**src/rtl/minibus_arbiter.sv**
```systemverilog
// Two-master round-robin arbiter onto a single shared slave bus.
// Transfers are bounded by a wait-cycle timeout; a simultaneous read+write request is rejected with err.
//
// state | meaning
// IDLE  | no grant; sample master requests and pick an owner
// BUSY  | owner's request forwarded to the slave; waiting for s_ready or timeout
// DONE  | one-cycle gap with no grant after a completed or aborted transfer
module minibus_arbiter #(
  parameter int ADDR_W  = 32,
  parameter int DATA_W  = 32,
  parameter int TIMEOUT = 16
) (
  input  logic              clk,
  input  logic              nrst,
  input  logic [ADDR_W-1:0] m0_addr,
  input  logic [DATA_W-1:0] m0_wdata,
  input  logic              m0_ren,
  input  logic              m0_wen,
  output logic [DATA_W-1:0] m0_rdata,
  output logic              m0_ready,
  output logic              m0_err,
  input  logic [ADDR_W-1:0] m1_addr,
  input  logic [DATA_W-1:0] m1_wdata,
  input  logic              m1_ren,
  input  logic              m1_wen,
  output logic [DATA_W-1:0] m1_rdata,
  output logic              m1_ready,
  output logic              m1_err,
  output logic [ADDR_W-1:0] s_addr,
  output logic [DATA_W-1:0] s_wdata,
  output logic              s_ren,
  output logic              s_wen,
  input  logic [DATA_W-1:0] s_rdata,
  input  logic              s_ready
);

  typedef enum logic [1:0] {IDLE, BUSY, DONE} state_e;

  localparam logic [7:0] CNT_LAST = 8'(TIMEOUT - 1);

  state_e      state_q, state_d;
  logic        owner_q, owner_d;
  logic        last_grant_q, last_grant_d;
  logic        illegal_q, illegal_d;
  logic [7:0]  cnt_q, cnt_d;
  logic        req0, req1;
  logic        done_c, err_c;

  assign req0 = m0_ren | m0_wen;
  assign req1 = m1_ren | m1_wen;

  always_ff @(posedge clk or negedge nrst) begin
    if (!nrst) begin
      state_q      <= IDLE;
      owner_q      <= 1'b0;
      last_grant_q <= 1'b1;
      illegal_q    <= 1'b0;
      cnt_q        <= 8'd0;
    end else begin
      state_q      <= state_d;
      owner_q      <= owner_d;
      last_grant_q <= last_grant_d;
      illegal_q    <= illegal_d;
      cnt_q        <= cnt_d;
    end
  end

  always_comb begin
    state_d      = state_q;
    owner_d      = owner_q;
    last_grant_d = last_grant_q;
    illegal_d    = illegal_q;
    cnt_d        = cnt_q;
    done_c       = 1'b0;
    err_c        = 1'b0;
    s_addr       = '0;
    s_wdata      = '0;
    s_ren        = 1'b0;
    s_wen        = 1'b0;
    m0_rdata     = '0;
    m0_ready     = 1'b0;
    m0_err       = 1'b0;
    m1_rdata     = '0;
    m1_ready     = 1'b0;
    m1_err       = 1'b0;

    case (state_q)
      IDLE: begin
        if (req0 || req1) begin
          owner_d   = (req0 && req1) ? ~last_grant_q : req1;
          // Read+write together is judged once, at grant, so later request changes cannot revive it.
          illegal_d = owner_d ? (m1_ren & m1_wen) : (m0_ren & m0_wen);
          cnt_d     = 8'd0;
          state_d   = BUSY;
        end
      end
      BUSY: begin
        cnt_d = cnt_q + 8'd1;
        if (illegal_q) begin
          done_c = 1'b1;
          err_c  = 1'b1;
        end else begin
          s_addr  = owner_q ? m1_addr  : m0_addr;
          s_wdata = owner_q ? m1_wdata : m0_wdata;
          s_ren   = owner_q ? m1_ren   : m0_ren;
          s_wen   = owner_q ? m1_wen   : m0_wen;
          if (s_ready) begin
            done_c = 1'b1;
          end else if (cnt_q == CNT_LAST) begin
            done_c = 1'b1;
            err_c  = 1'b1;
            s_ren  = 1'b0;
            s_wen  = 1'b0;
          end
        end
        if (done_c) begin
          state_d      = DONE;
          last_grant_d = owner_q;
          if (owner_q) begin
            m1_ready = 1'b1;
            m1_err   = err_c;
            m1_rdata = err_c ? '0 : s_rdata;
          end else begin
            m0_ready = 1'b1;
            m0_err   = err_c;
            m0_rdata = err_c ? '0 : s_rdata;
          end
        end
      end
      DONE: begin
        state_d = IDLE;
      end
      default: begin
        state_d = IDLE;
      end
    endcase
  end

endmodule

```
**config.mk**
```make
export PLATFORM = sky130hd
export DESIGN_NAME = minibus_arbiter
export DESIGN_NICKNAME = d
export VERILOG_FILES = /design/src/rtl/minibus_arbiter.sv
export SDC_FILE = /design/constraint.sdc
export NUM_CORES = 1
export LEC_CHECK = 0
export ABC_AREA = 1
export BUFFER_PORTS_ARGS = -buffer_cell sky130_fd_sc_hd__buf_4
export CAP_MARGIN = 40
export CORE_AREA = 2 2 116 118
export DETAILED_ROUTE_END_ITERATION = 10
export DIE_AREA = 0 0 118 120
export HOLD_SLACK_MARGIN = 0.05
export PLACE_DENSITY = 0.56
export SLEW_MARGIN = 10
export SYNTH_ARGS = -nofsm -noshare
export SYNTH_HDL_FRONTEND = slang
export SYNTH_SLANG_ARGS = --single-unit
```
**constraint.sdc**
```tcl
create_clock -name clk -period 1.97 [get_ports clk]
set_input_delay 0.2955 -clock clk [delete_from_list [all_inputs] [get_ports clk]]
set_output_delay 0.2955 -clock clk [all_outputs]
set_load 0.01 [all_outputs]
```
**Word-level counts from Yosys, hierarchy flattened**

Cells that the tools add are included.

- Input port bits: 167
- Bits in registers: 13
- Logic and storage cells: 72

- Add/sub/neg operators: 1
- Reductions and logical operators: 8
- Equal/unequal tests: 4
- Mux-type cells: 49
- Bitwise gates (word level): 5

Operators with widths:

| operator | count |
|---|---|
| 32-bit 2-to-1 mux | 13 |
| 1-bit 2-to-1 mux | 31 |
| 8-bit case mux with 2 select lines | 1 |
| 8-bit by 1-bit adder with 8-bit output (second input constant) | 1 |
| 8-bit by 4-bit == test with 1-bit output (second input constant) | 1 |
| 8-bit 2-to-1 mux | 1 |
| 2-bit AND reduction | 4 |
| 2-bit 2-to-1 mux | 2 |
| 2-bit != test (second input constant) | 2 |
| 2-bit case mux with 2 select lines | 1 |
| 1-bit AND | 2 |
| 2-bit by 1-bit == test with 1-bit output (second input constant) | 1 |
| 2-bit logical NOT | 1 |
| 1-bit bitwise OR | 2 |
| 2-bit nonzero test | 1 |
| 1-bit logical AND | 1 |
| 1-bit logical OR | 1 |
| 1-bit inverter | 1 |

**Depth between registers and ports, before layout**

Gate-level depths: netlist of the first run.

- Depth after elaboration: 9
- Gate-level depth with buffers: 8

**Least setup slack after synthesis of the first run**

No wires, ideal clock.

- Kind: register to output
- Start: register cnt_q[0]
- End: output port m1_rdata[2]
- Arrival: 1.338 ns
- Data required time: 1.674 ns
- Cell stages (with the launch flop): 8
- Slack: 0.337 ns
- Buffers on the path: 1
- Path through: dfrtp_1 -> ha_1 -> nand2_2 -> nor2_4 -> nand4_2 -> buf_2 -> nand3_1 -> nor2_1

- Cells in the longest elaborated chain, start to end: 9
- Elaborated cells between the ends (all ways): 12
- Classes of those cells: 1 x eq/ne; 11 x mux

Ends and longest elaborated chain:

| what | line | text |
|---|---|---|
| start: declaration | 45 | `logic [7:0] cnt_q, cnt_d;` |
| start signal: assignment | 64 | `cnt_q <= cnt_d;` |
| 8-bit by 4-bit == test with 1-bit output (*) | 109 | `end else if (cnt_q == CNT_LAST) begin` |
| 1-bit 2-to-1 mux (*) | 109 |  |
| 1-bit 2-to-1 mux | 107 | `if (s_ready) begin` |
| 1-bit 2-to-1 mux | 99 | `if (illegal_q) begin` |
| 1-bit 2-to-1 mux | 87 | `case (state_q)` |
| 32-bit 2-to-1 mux | 122 | `m1_rdata = err_c ? '0 : s_rdata;` |
| 32-bit 2-to-1 mux | 119 | `if (owner_q) begin` |
| 32-bit 2-to-1 mux (*) | 116 | `if (done_c) begin` |
| 32-bit 2-to-1 mux (*) | 87 |  |
| end: declaration | 26 | `output logic [DATA_W-1:0] m1_rdata,` |

Every way passes the cells marked *; elsewhere a longest branch is shown, timed or not. The select of a mux whose other input is x is not followed.

**Worst setup path after layout of the first run**

- Start: register cnt_q[1]
- End: output port m0_rdata[23]

- Cells in the longest elaborated chain, start to end: 9
- Elaborated cells between the ends (all ways): 12
- Classes of those cells: 1 x eq/ne; 11 x mux

Ends and longest elaborated chain:

| what | line | text |
|---|---|---|
| 8-bit by 4-bit == test with 1-bit output (*) | 109 |  |
| 1-bit 2-to-1 mux (*) | 109 |  |
| 1-bit 2-to-1 mux | 107 |  |
| 1-bit 2-to-1 mux | 99 |  |
| 1-bit 2-to-1 mux | 87 |  |
| 32-bit 2-to-1 mux | 126 | `m0_rdata = err_c ? '0 : s_rdata;` |
| 32-bit 2-to-1 mux | 119 |  |
| 32-bit 2-to-1 mux (*) | 116 |  |
| 32-bit 2-to-1 mux (*) | 87 |  |
| end: declaration | 19 | `output logic [DATA_W-1:0] m0_rdata,` |

Marked as above.

==> impl_metrics.ini, run 1 <==
[place]
hpwl_mm = 9.776
port-buffer-count = 300
dp_cells = 880
dp_slack_ns = 0.05122
routabilityCongestion = 0.7872

[power_and_ir_drop]
clockPowerShare_pct = 6.5
switchingPower_mw = 3.165
swShare_pct = 52.65
power_frac_comb_pct = 85.9
leakagePower_nw = 2.814
peakVddDrop_mv = 0.4837
power.internal_mw = 2.846
power.density_mw_per_mm2 = 1126
seqPwrFrac_pct = 7.6

[critical_path]
path_cells = ha_4, nand2_4, nor2_4, nand3_2, nand3_4, buf_12, nand2_8, nor2_1, buf_4
crit_family = simple AND/OR/NAND/NOR gates
slowest_delay_ns = 0.38
worst_setup_path_start_kind = flop
path_class = reg -> out
r2r_start = cnt_q[1]
path_buf_inv = 2
crit_start = cnt_q[1]
critical_path_required_ns = 1.67
cp_max_fo = 16
cp_slowest_cell = dfrtp_1
critPathCaptureType = output port
arrival_ns = 1.76

[run_status]
violations = negative setup slack
status = complete, but fails checks

[final_layout]
insertedDiodeCount = 0
post-route-util_pct = 41.11
drive_above_1_share_pct = 57.01
final_nets = 897
fin_cells = 904
fill_cells = 1362
area_delta_synth_final_pct = 147.8

[clocking]
cts_made_buffers = 3
cts_tree = built
clockBufferDepth = 2
clock_latency_ns = 0.25
clock-root-buffer = clkbuf_16
ctsHtreeMaxLevel = 1
clkSlewWorstSetupHoldPaths_ns = 0.05
clock_sinks = 13

[logic_synthesis]
synth-edff-count = 0
syn_inst = 425
synthFlopType = dfrtp_1
yosysWarnings = 0
synth_nets = 593
synth_most_common_cell = nand2_1
syn_area_mm2 = 0.002153
synthTopCellsByArea = nand2_1, a21oi_1, dfrtp_1
ys_types = 23
synth-seq-cells = 13
yosys.area.top_type = nand2_1
synth_common_cells = nand2_1, nor2_1, a21oi_1
yosys.area.top_type_share_pct = 27.19
syn_avg_cell_area_um2 = 5.067
async_reset_ff_share_pct = 100.0
ys_seq_area_share_pct = 15.17

[global_routing]
overflow = 0
grt_usage_pct = 16.83
grt_pass1_wl_mm = 19.52
grt_pass1_vias = 3602
antenna_found_initial = 1
grt_max_degree = 65

[timing]
fin_crit_ns = 2.051
skew_ns = 0.0009843
timing.final.crit_share_pct = 104.1
rsz0062_at_grt = yes
clock.fmax_ghz = 0.4875
whs_ns = 0.3875
slew_headroom_pct = 67.12
slew_violations = 0
setup_slack_ns = -0.08126
setup_viol = 66
tns_ns = -2.856
timing_hold_violations_final = 0
tightestPinTransition_ns = 0.4931

[routing]
vias = 3994
routed_wl_mm = 13.80
post_drt_wl_per_cell_um = 15.27
first_iter_violations = 203
drc = 0
antenna_left = 0
first_pass_iters = 4
viasPerCell = 4.418

[floorplanning]
num_rows = 42
die-height_um = 120
die_w_um = 118
core_region_area_mm2 = 0.01298
initial_core_util_pct = 16.59
ioPinCount = 301
fp.dieArea_mm2 = 0.01416

[flow_run]
cap_violations = 0

[min_path]
min_from = m1_wen
hold_path.class = in -> reg
[worst register-to-register path: stages, from the launching register on]
cell and delay (ns):
dfrtp_1 0.38, buf_4 0.13, buf_4 0.10, nand3_1 0.09, nor2_1 0.14, nand3_1 0.18, o21ai_0 0.21, nand2_1 0.06
[cells in the final DEF, fill, tap and decap left out, types with 11 or more instances in the layout]
| master | synthesis | routed |
|---|---|---|
| buf_4 | 1 | 307 |
| nand2_1 | 156 | 152 |
| a21oi_1 | 66 | 62 |
| nor2_1 | 80 | 41 |
| nor2_2 | 1 | 28 |
| nand3_2 | 2 | 21 |
| nand3_1 | 40 | 19 |
| nor2_4 | 1 | 13 |
| inv_1 | 13 | 12 |
| dfrtp_1 | 12 | 11 |
[kinds of logic after synthesis]
| kind of cell | Yosys count | share of synthesized area [%] |
|---|---|---|
| flip-flops | 13 | 15.17 |
| AND/OR/NAND/NOR | 284 | 54.10 |
| buffers and inverters | 48 | 11.51 |
| adder cells (fa/ha/maj) | 1 | 0.5810 |
| AO/OA/AOI/OAI | 79 | 18.65 |
[layer usage]
metal / track usage (%) / share of wire (%) / up-vias / wire [µm]
li1: - / - / 1984 / -
met5: 0 / 0.12 / - / 16
met1: 21.29 / 39 / 1800 / 5446
met2: 29.80 / 51 / 197 / 7062
met3: 3.612 / 8.4 / 11 / 1158
met4: 2.711 / 0.84 / 2 / 116
[repair_timing]
item / CTS / global route
setup endpoints to repair: 124 / 102
resized for setup: 31 / 73
hold endpoints to repair: 12 / 0
pin swaps: 2 / 6
cloned: 1 / 6
setup buffers: 3 / 9
hold buffers: 1 / 0
[power by group through the flow]
stage          Clock, mW  Sequential [mW]  Combinational [mW]
3_3_place_gp           0            0.436                4.40
2_1_floorplan          0            0.412                2.29
4_1_cts            0.397            0.434                4.54
6_report           0.394            0.454                5.16
5_1_grt            0.416            0.467                5.63
3_5_place_dp           0            0.439                4.35
[state kept, by name, indices dropped and copies added, names as in the netlist]
register      cells
last_grant_q      1
state_q           2
illegal_q         1
owner_q           1
cnt_q             8
[stage by stage]
step / power (mW) / area, µm²
6_report: 6.011 / 5336
5_1_grt: 6.510 / 5336
4_1_cts: 5.374 / 4867
3_5_place_dp: 4.794 / 4578
3_3_place_gp: 4.835 / 4578
2_1_floorplan: 2.703 / 2153
[final cells by class]
| type | instances | area (µm²) | area share (%) |
|---|---|---|---|
| Timing Repair Buffer | 327 | 2629 | 49.26 |
| Multi-Input combinational cell | 369 | 2018 | 37.82 |
| Sequential cell | 13 | 327.8 | 6.143 |
| Tap cell | 176 | 220.2 | 4.127 |
| Clock buffer | 3 | 75.07 | 1.407 |
| Inverter | 15 | 61.31 | 1.149 |
| Clock inverter | 1 | 5.005 | 0.09379 |
[path summary, 6_finish.rpt]
| kind | end | slack, ns | depth (start not counted) |
|---|---|---|---|
| setup / recovery | m0_rdata[23] | -0.08 | 9 |
| setup reg to reg | cnt_q[7] | 0.56 | 7 |
| max in group asynchronous | last_grant_q | 1.30 | 2 |
| min in group asynchronous | cnt_q[7] | 0.43 | 2 |
| hold reg to reg | last_grant_q | 0.46 | 2 |
| hold / removal | illegal_q | 0.39 | 5 |
Power figures use the tool's default switching activity.
==> run 2, diff against run 1 <==
--- a/config.mk
+++ b/config.mk
@@ -5,14 +5,15 @@
 export SDC_FILE = /design/constraint.sdc
 export NUM_CORES = 1
 export LEC_CHECK = 0
-export ABC_AREA = 1
 export BUFFER_PORTS_ARGS = -buffer_cell sky130_fd_sc_hd__buf_4
 export CAP_MARGIN = 40
-export CORE_AREA = 2 2 116 118
+export CORE_AREA = 2 2 118 120
+export CTS_CLUSTER_DIAMETER = 50
 export DETAILED_ROUTE_END_ITERATION = 10
-export DIE_AREA = 0 0 118 120
+export DIE_AREA = 0 0 120 122
 export HOLD_SLACK_MARGIN = 0.05
-export PLACE_DENSITY = 0.56
+export PLACE_DENSITY = 0.55
+export RECOVER_POWER = 100
 export SLEW_MARGIN = 10
 export SYNTH_ARGS = -nofsm -noshare
 export SYNTH_HDL_FRONTEND = slang
==> impl_metrics.ini, run 2 <==
[run_status]
status = finished, final reports clean

[routing]
routed_wl_mm = 11.16
first_iter_violations = 145
post_drt_wl_per_cell_um = 14.47
vias = 3267
viasPerCell = 4.237
first_pass_iters = 6
antenna_left = 0
drc = 0

[timing]
clock.fmax_ghz = 0.5098
whs_ns = 0.4255
timing.final.crit_share_pct = 99.57
setup_viol = 0
slew_violations = 0
setup_slack_ns = 0.008433
timing_hold_violations_final = 0
skew_ns = 0.001703
rsz0062_at_grt = yes
slew_headroom_pct = 51.62
fin_crit_ns = 1.962
tightestPinTransition_ns = 0.7257

[final_layout]
area_delta_synth_final_pct = 117.9
reg_top3 = cnt_q x8, state_q x2
drive_above_1_share_pct = 54.82
top_register = cnt_q
multi_input_area_mm2 = 0.001780
final_cell_mix = buf_4, mux2i_1, nor2_1
insertedDiodeCount = 0
ff_latch_area_um2 = 330.3
design_area_mm2 = 0.004796
fill_cells = 1412
largest_register_ffs = 8
post-route-util_pct = 35.51
final_common_cell = buf_4
final_nets = 760

[power_and_ir_drop]
power_mw = 4.688
peakVddDrop_mv = 0.4036
power.density_mw_per_mm2 = 977.4
leakagePower_nw = 2.537

[logic_synthesis]
async_reset_ff_share_pct = 100.0
syn_inst = 299
yosysWarnings = 0
yosys.area.top_type_share_pct = 31.84
ys_types = 37
synthFlopType = dfrtp_1
synthTopCellsByArea = mux2i_1, and2_1, dfrtp_1
syn_area_mm2 = 0.002201
yosys.area.top_type = mux2i_1
synth_nets = 467
synth_common_cells = mux2i_1, nor2_1, and2_1
syn_avg_cell_area_um2 = 7.361
synth-seq-cells = 13
synth_most_common_cell = mux2i_1
ys_seq_area_share_pct = 14.84
synth-edff-count = 0

[floorplanning]
die_w_um = 120
ioPinCount = 301
die-height_um = 122
initial_core_util_pct = 16.30
fp.dieArea_mm2 = 0.01464
core_region_area_mm2 = 0.01350
num_rows = 43

[global_routing]
overflow = 0
grt_usage_pct = 13.12
grt_pass1_wl_mm = 15.59
grt_max_degree = 65
antenna_found_initial = 0
grt_pass1_vias = 2974

[flow_run]
cap_violations = 0

[clocking]
cts_tree = built
clkSlewWorstSetupHoldPaths_ns = 0.05
clock-root-buffer = clkbuf_16
clock_latency_ns = 0.24
cts_made_buffers = 3
clock_sinks = 13
clockBufferDepth = 2
ctsHtreeMaxLevel = 1

[critical_path]
cp_slowest_cell = or4_4
arrival_ns = 1.67
critical_path_required_ns = 1.67
path_cells = or4_4, o31ai_4, nor3_1, buf_4
critPathCaptureType = output port
path_class = reg -> out
cp_max_fo = 4
slowest_delay_ns = 0.58
worst_setup_path_start_kind = flop
path_buf_inv = 1
crit_family = simple AND/OR/NAND/NOR gates

[place]
port-buffer-count = 300
routabilityCongestion = 0.8490
dp_slack_ns = 0.2148
placed_area_mm2 = 0.004658
hpwl_mm = 9.515

[min_path]
hold_path.class = in -> reg
-- run 2: cell count changes after synthesis, sizes merged, moves of 6 or more --
cell    before  now
a21oi       66    1
clkbuf      10    3
inv         13    4
nor3         0    6
mux2i        0   70
and2         0   65
nand3       42    2
nand2      159    8
nor2        82   69
-- run 2: timing repair --
action | CTS | global route
pin swaps | 0 | 1
endpoints found under the setup margin | 2 | 44
hold buffers | 1 | 0
gates resized for setup | 1 | 9
endpoints found under the hold margin | 12 | 0
setup buffers | 1 | 0
-- run 2: tightest hold or removal path, cell delays in order --
cell	delay, ns
buf_4	0.11
inv_1	0.07
o2111ai_2	0.09
o211ai_1	0.09
-- run 2: path summary, 6_finish.rpt --
| path | startpoint | depth (start not counted) | slack (ns) | to |
|---|---|---|---|---|
| max | cnt_q[7] | 4 | 0.008 | s_ren |
| min | s_ready | 4 | 0.43 | last_grant_q |
| max reg2reg | state_q[0] | 3 | 0.49 | cnt_q[4] |
| min reg2reg | last_grant_q | 2 | 0.53 | last_grant_q |
| max in group asynchronous | nrst | 2 | 0.80 | owner_q |
| min in group asynchronous | nrst | 2 | 0.63 | cnt_q[6] |
-- run 2: cell families (layout without fill, tap and decap cells) --
kind of cell / Yosys count / after routing / share of synthesized area (%)
simple gates: 164 / 164 / 39.28
mux: 70 / 70 / 31.84
buf+inv: 26 / 318 / 5.741
compound gates: 25 / 25 / 7.732
flops: 13 / 13 / 14.84
fa+ha+maj: 1 / 1 / 0.5684
-- run 2: layer usage --
metal  track usage [%]  part of all wire [%]  up-vias  wire length (µm)
li1                  -                     -     1590                 -
met4             1.618                  0.65        0                73
met2             23.22                    50      210              5613
met1             16.66                    39     1459              4319
met5                 0                     0        -                 0
met3             3.043                    10        8              1149
-- run 2: power breakdown --
group / switching [mW] / leakage [nW] / internal, mW
Sequential: 0.135 / 0.167 / 0.373
Combinational: 1.90 / 2.33 / 1.89
Clock: 0.115 / 0.0382 / 0.273
-- run 2: cell type report --
cell class	instances	share of cell area, %
sequential	13	6.888
multi-input combinational	260	37.13
inverter	4	0.3131
timing repair buffer	310	49.33
clock buffer	4	1.644
tap	180	4.696
-- run 2: per-stage QoR --
| step | TNS, ns | std cells |
|---|---|---|
| floorplan | 0 | 299 |
| global placement | 0 | 765 |
| detailed placement | 0 | 765 |
| CTS | 0 | 771 |
| global route | -0.07843 | 771 |
| finish | 0 | 771 |
==> run 3, diff against run 2 <==
--- a/config.mk
+++ b/config.mk
@@ -6,7 +6,6 @@
 export NUM_CORES = 1
 export LEC_CHECK = 0
 export BUFFER_PORTS_ARGS = -buffer_cell sky130_fd_sc_hd__buf_4
-export CAP_MARGIN = 40
 export CORE_AREA = 2 2 118 120
 export CTS_CLUSTER_DIAMETER = 50
 export DETAILED_ROUTE_END_ITERATION = 10
==> constraint.sdc (replaced) <==
create_clock -name clk -period 1.9 [get_ports clk]
set_input_delay 0.285 -clock clk [delete_from_list [all_inputs] [get_ports clk]]
set_output_delay 0.285 -clock clk [all_outputs]
set_load 0.01 [all_outputs]
==> impl_metrics.ini, run 3 (same netlist as run 2, synthesis figures left out) <==
[run_status]
violations = negative setup slack
status = complete, but fails checks

[power_and_ir_drop]
power.density_mw_per_mm2 = 1010
power_mw = 4.898
peakVddDrop_mv = 0.4866
leakagePower_nw = 2.571

[final_layout]
final_common_cell = buf_4
fill_cells = 1407
final_nets = 766
drive_above_1_share_pct = 55.28
fin_cells = 777
reg_top3 = cnt_q x8, state_q x2
area_delta_synth_final_pct = 120.4
final_cell_mix = buf_4, mux2i_1, nor2_1
top_register = cnt_q
largest_register_ffs = 8
insertedDiodeCount = 0

[global_routing]
grt_pass1_vias = 3060
antenna_found_initial = 0
grt_usage_pct = 13.33
grt_max_degree = 65
overflow = 0
grt_pass1_wl_mm = 15.79

[critical_path]
critPathCaptureType = output port
crit_start = cnt_q[6]
arrival_ns = 1.65
worst_setup_path_start_kind = flop
crit_family = simple AND/OR/NAND/NOR gates
critical_path_required_ns = 1.62
path_buf_inv = 1
path_cells = or4_4, o31ai_4, nor3_1, buf_4
cp_slowest_cell = or4_4
endpoint = s_wen
cp.depth = 4
worstReg2RegEnd = cnt_q[2]
r2r_start = state_q[0]
slowest_delay_ns = 0.56
path_class = reg -> out
rr_worst_depth = 3
reg2reg_slack_ns = 0.28
cp_max_fo = 5

[timing]
setup_slack_ns = -0.03596
slew_violations = 0
clock.fmax_ghz = 0.5165
fin_crit_ns = 1.936
tightestPinTransition_ns = 0.7158
tns_ns = -0.07079
rsz0062_at_grt = yes
setup_viol = 2
slew_headroom_pct = 52.28
timing.final.crit_share_pct = 101.9
timing_hold_violations_final = 0
skew_ns = 0.002874
whs_ns = 0.4167

[place]
routabilityCongestion = 0.8589
dp_cells = 766
port-buffer-count = 300
hpwl_mm = 9.581

[floorplanning]
initial_core_util_pct = 16.30
fp.dieArea_mm2 = 0.01464
num_rows = 43
core_region_area_mm2 = 0.01350
die-height_um = 122
die_w_um = 120
ioPinCount = 301

[flow_run]
cap_violations = 0

[routing]
routed_wl_mm = 11.38
met2_wirelength_mm = 5.732
drc = 0
post_drt_wl_per_cell_um = 14.65
wl_met3_mm = 1.111
viasPerCell = 4.265
wl_met1_mm = 4.402
first_pass_iters = 4
first_iter_violations = 114
top_layer = met4
antenna_left = 0
vias = 3314

[clocking]
ctsHtreeMaxLevel = 1
clkSlewWorstSetupHoldPaths_ns = 0.04
clock-root-buffer = clkbuf_16
clock_latency_ns = 0.24
cts_made_buffers = 3
clock_sinks = 13
clockBufferDepth = 2
cts_tree = built

[min_path]
min_from = m0_wen
hold_path.class = in -> reg
run 3: worst min path at each step:
stage / to / slack, ns / depth (start not counted)
3_5_place_dp: cnt_q[6] / 0.14 / 1
2_1_floorplan: cnt_q[0] / -0.01 / 0
4_1_cts: last_grant_q / 0.41 / 4
6_report: illegal_q / 0.42 / 3
5_1_grt: illegal_q / 0.44 / 3
3_3_place_gp: cnt_q[4] / 0.14 / 1
run 3: layer usage:
metal	global-route usage, %	vias to the layer above
li1	-	1603
met1	16.42	1488
met2	24.01	209
met3	2.622	14
met4	2.794	0
met5	0	-
run 3: through the flow:
stage | area [µm²] | util (%) | setup WS, ns
final | 4851 | 35.92 | -0.03596
after global routing | 4851 | 35.92 | -0.08568
after CTS | 4805 | 35.58 | -0.01506
after detailed placement | 4678 | 34.64 | 0.1706
after global placement | 4678 | 34.64 | 0.1992
after floorplan | 2201 | - | 0.3131
run 3: final cells by class:
class / count / area, µm² / share of cell area, %
Clock buffer: 4 / 78.83 / 1.625
Timing Repair Buffer: 316 / 2416 / 49.81
Multi-Input combinational cell: 260 / 1785 / 36.81
Inverter: 4 / 15.01 / 0.3095
Sequential cell: 13 / 330.3 / 6.809
Tap cell: 180 / 225.2 / 4.643
run 3: repair_timing:
| item | 4_1_cts | 5_1_grt |
|---|---|---|
| endpoints found under the setup margin | 5 | 69 |
| gates resized for setup | 3 | 6 |
| pin swaps | 2 | 0 |
| hold endpoints to repair | 12 | 0 |
| setup buffers | 3 | 3 |
| hold buffers | 1 | 0 |
run 3: where the power goes:
group | internal [mW] | switching, mW | leakage [nW] | total [mW]
clock | 0.283 | 0.115 | 0.0382 | 0.397
combinational | 1.99 | 1.98 | 2.36 | 3.97
sequential | 0.387 | 0.140 | 0.167 | 0.527
run 3: worst register-to-register path, delay by kind of cell (launching register included):
family | cells | cell delay (ns)
simple gates | 1 | 0.33
compound gates | 2 | 0.75
flops | 1 | 0.39
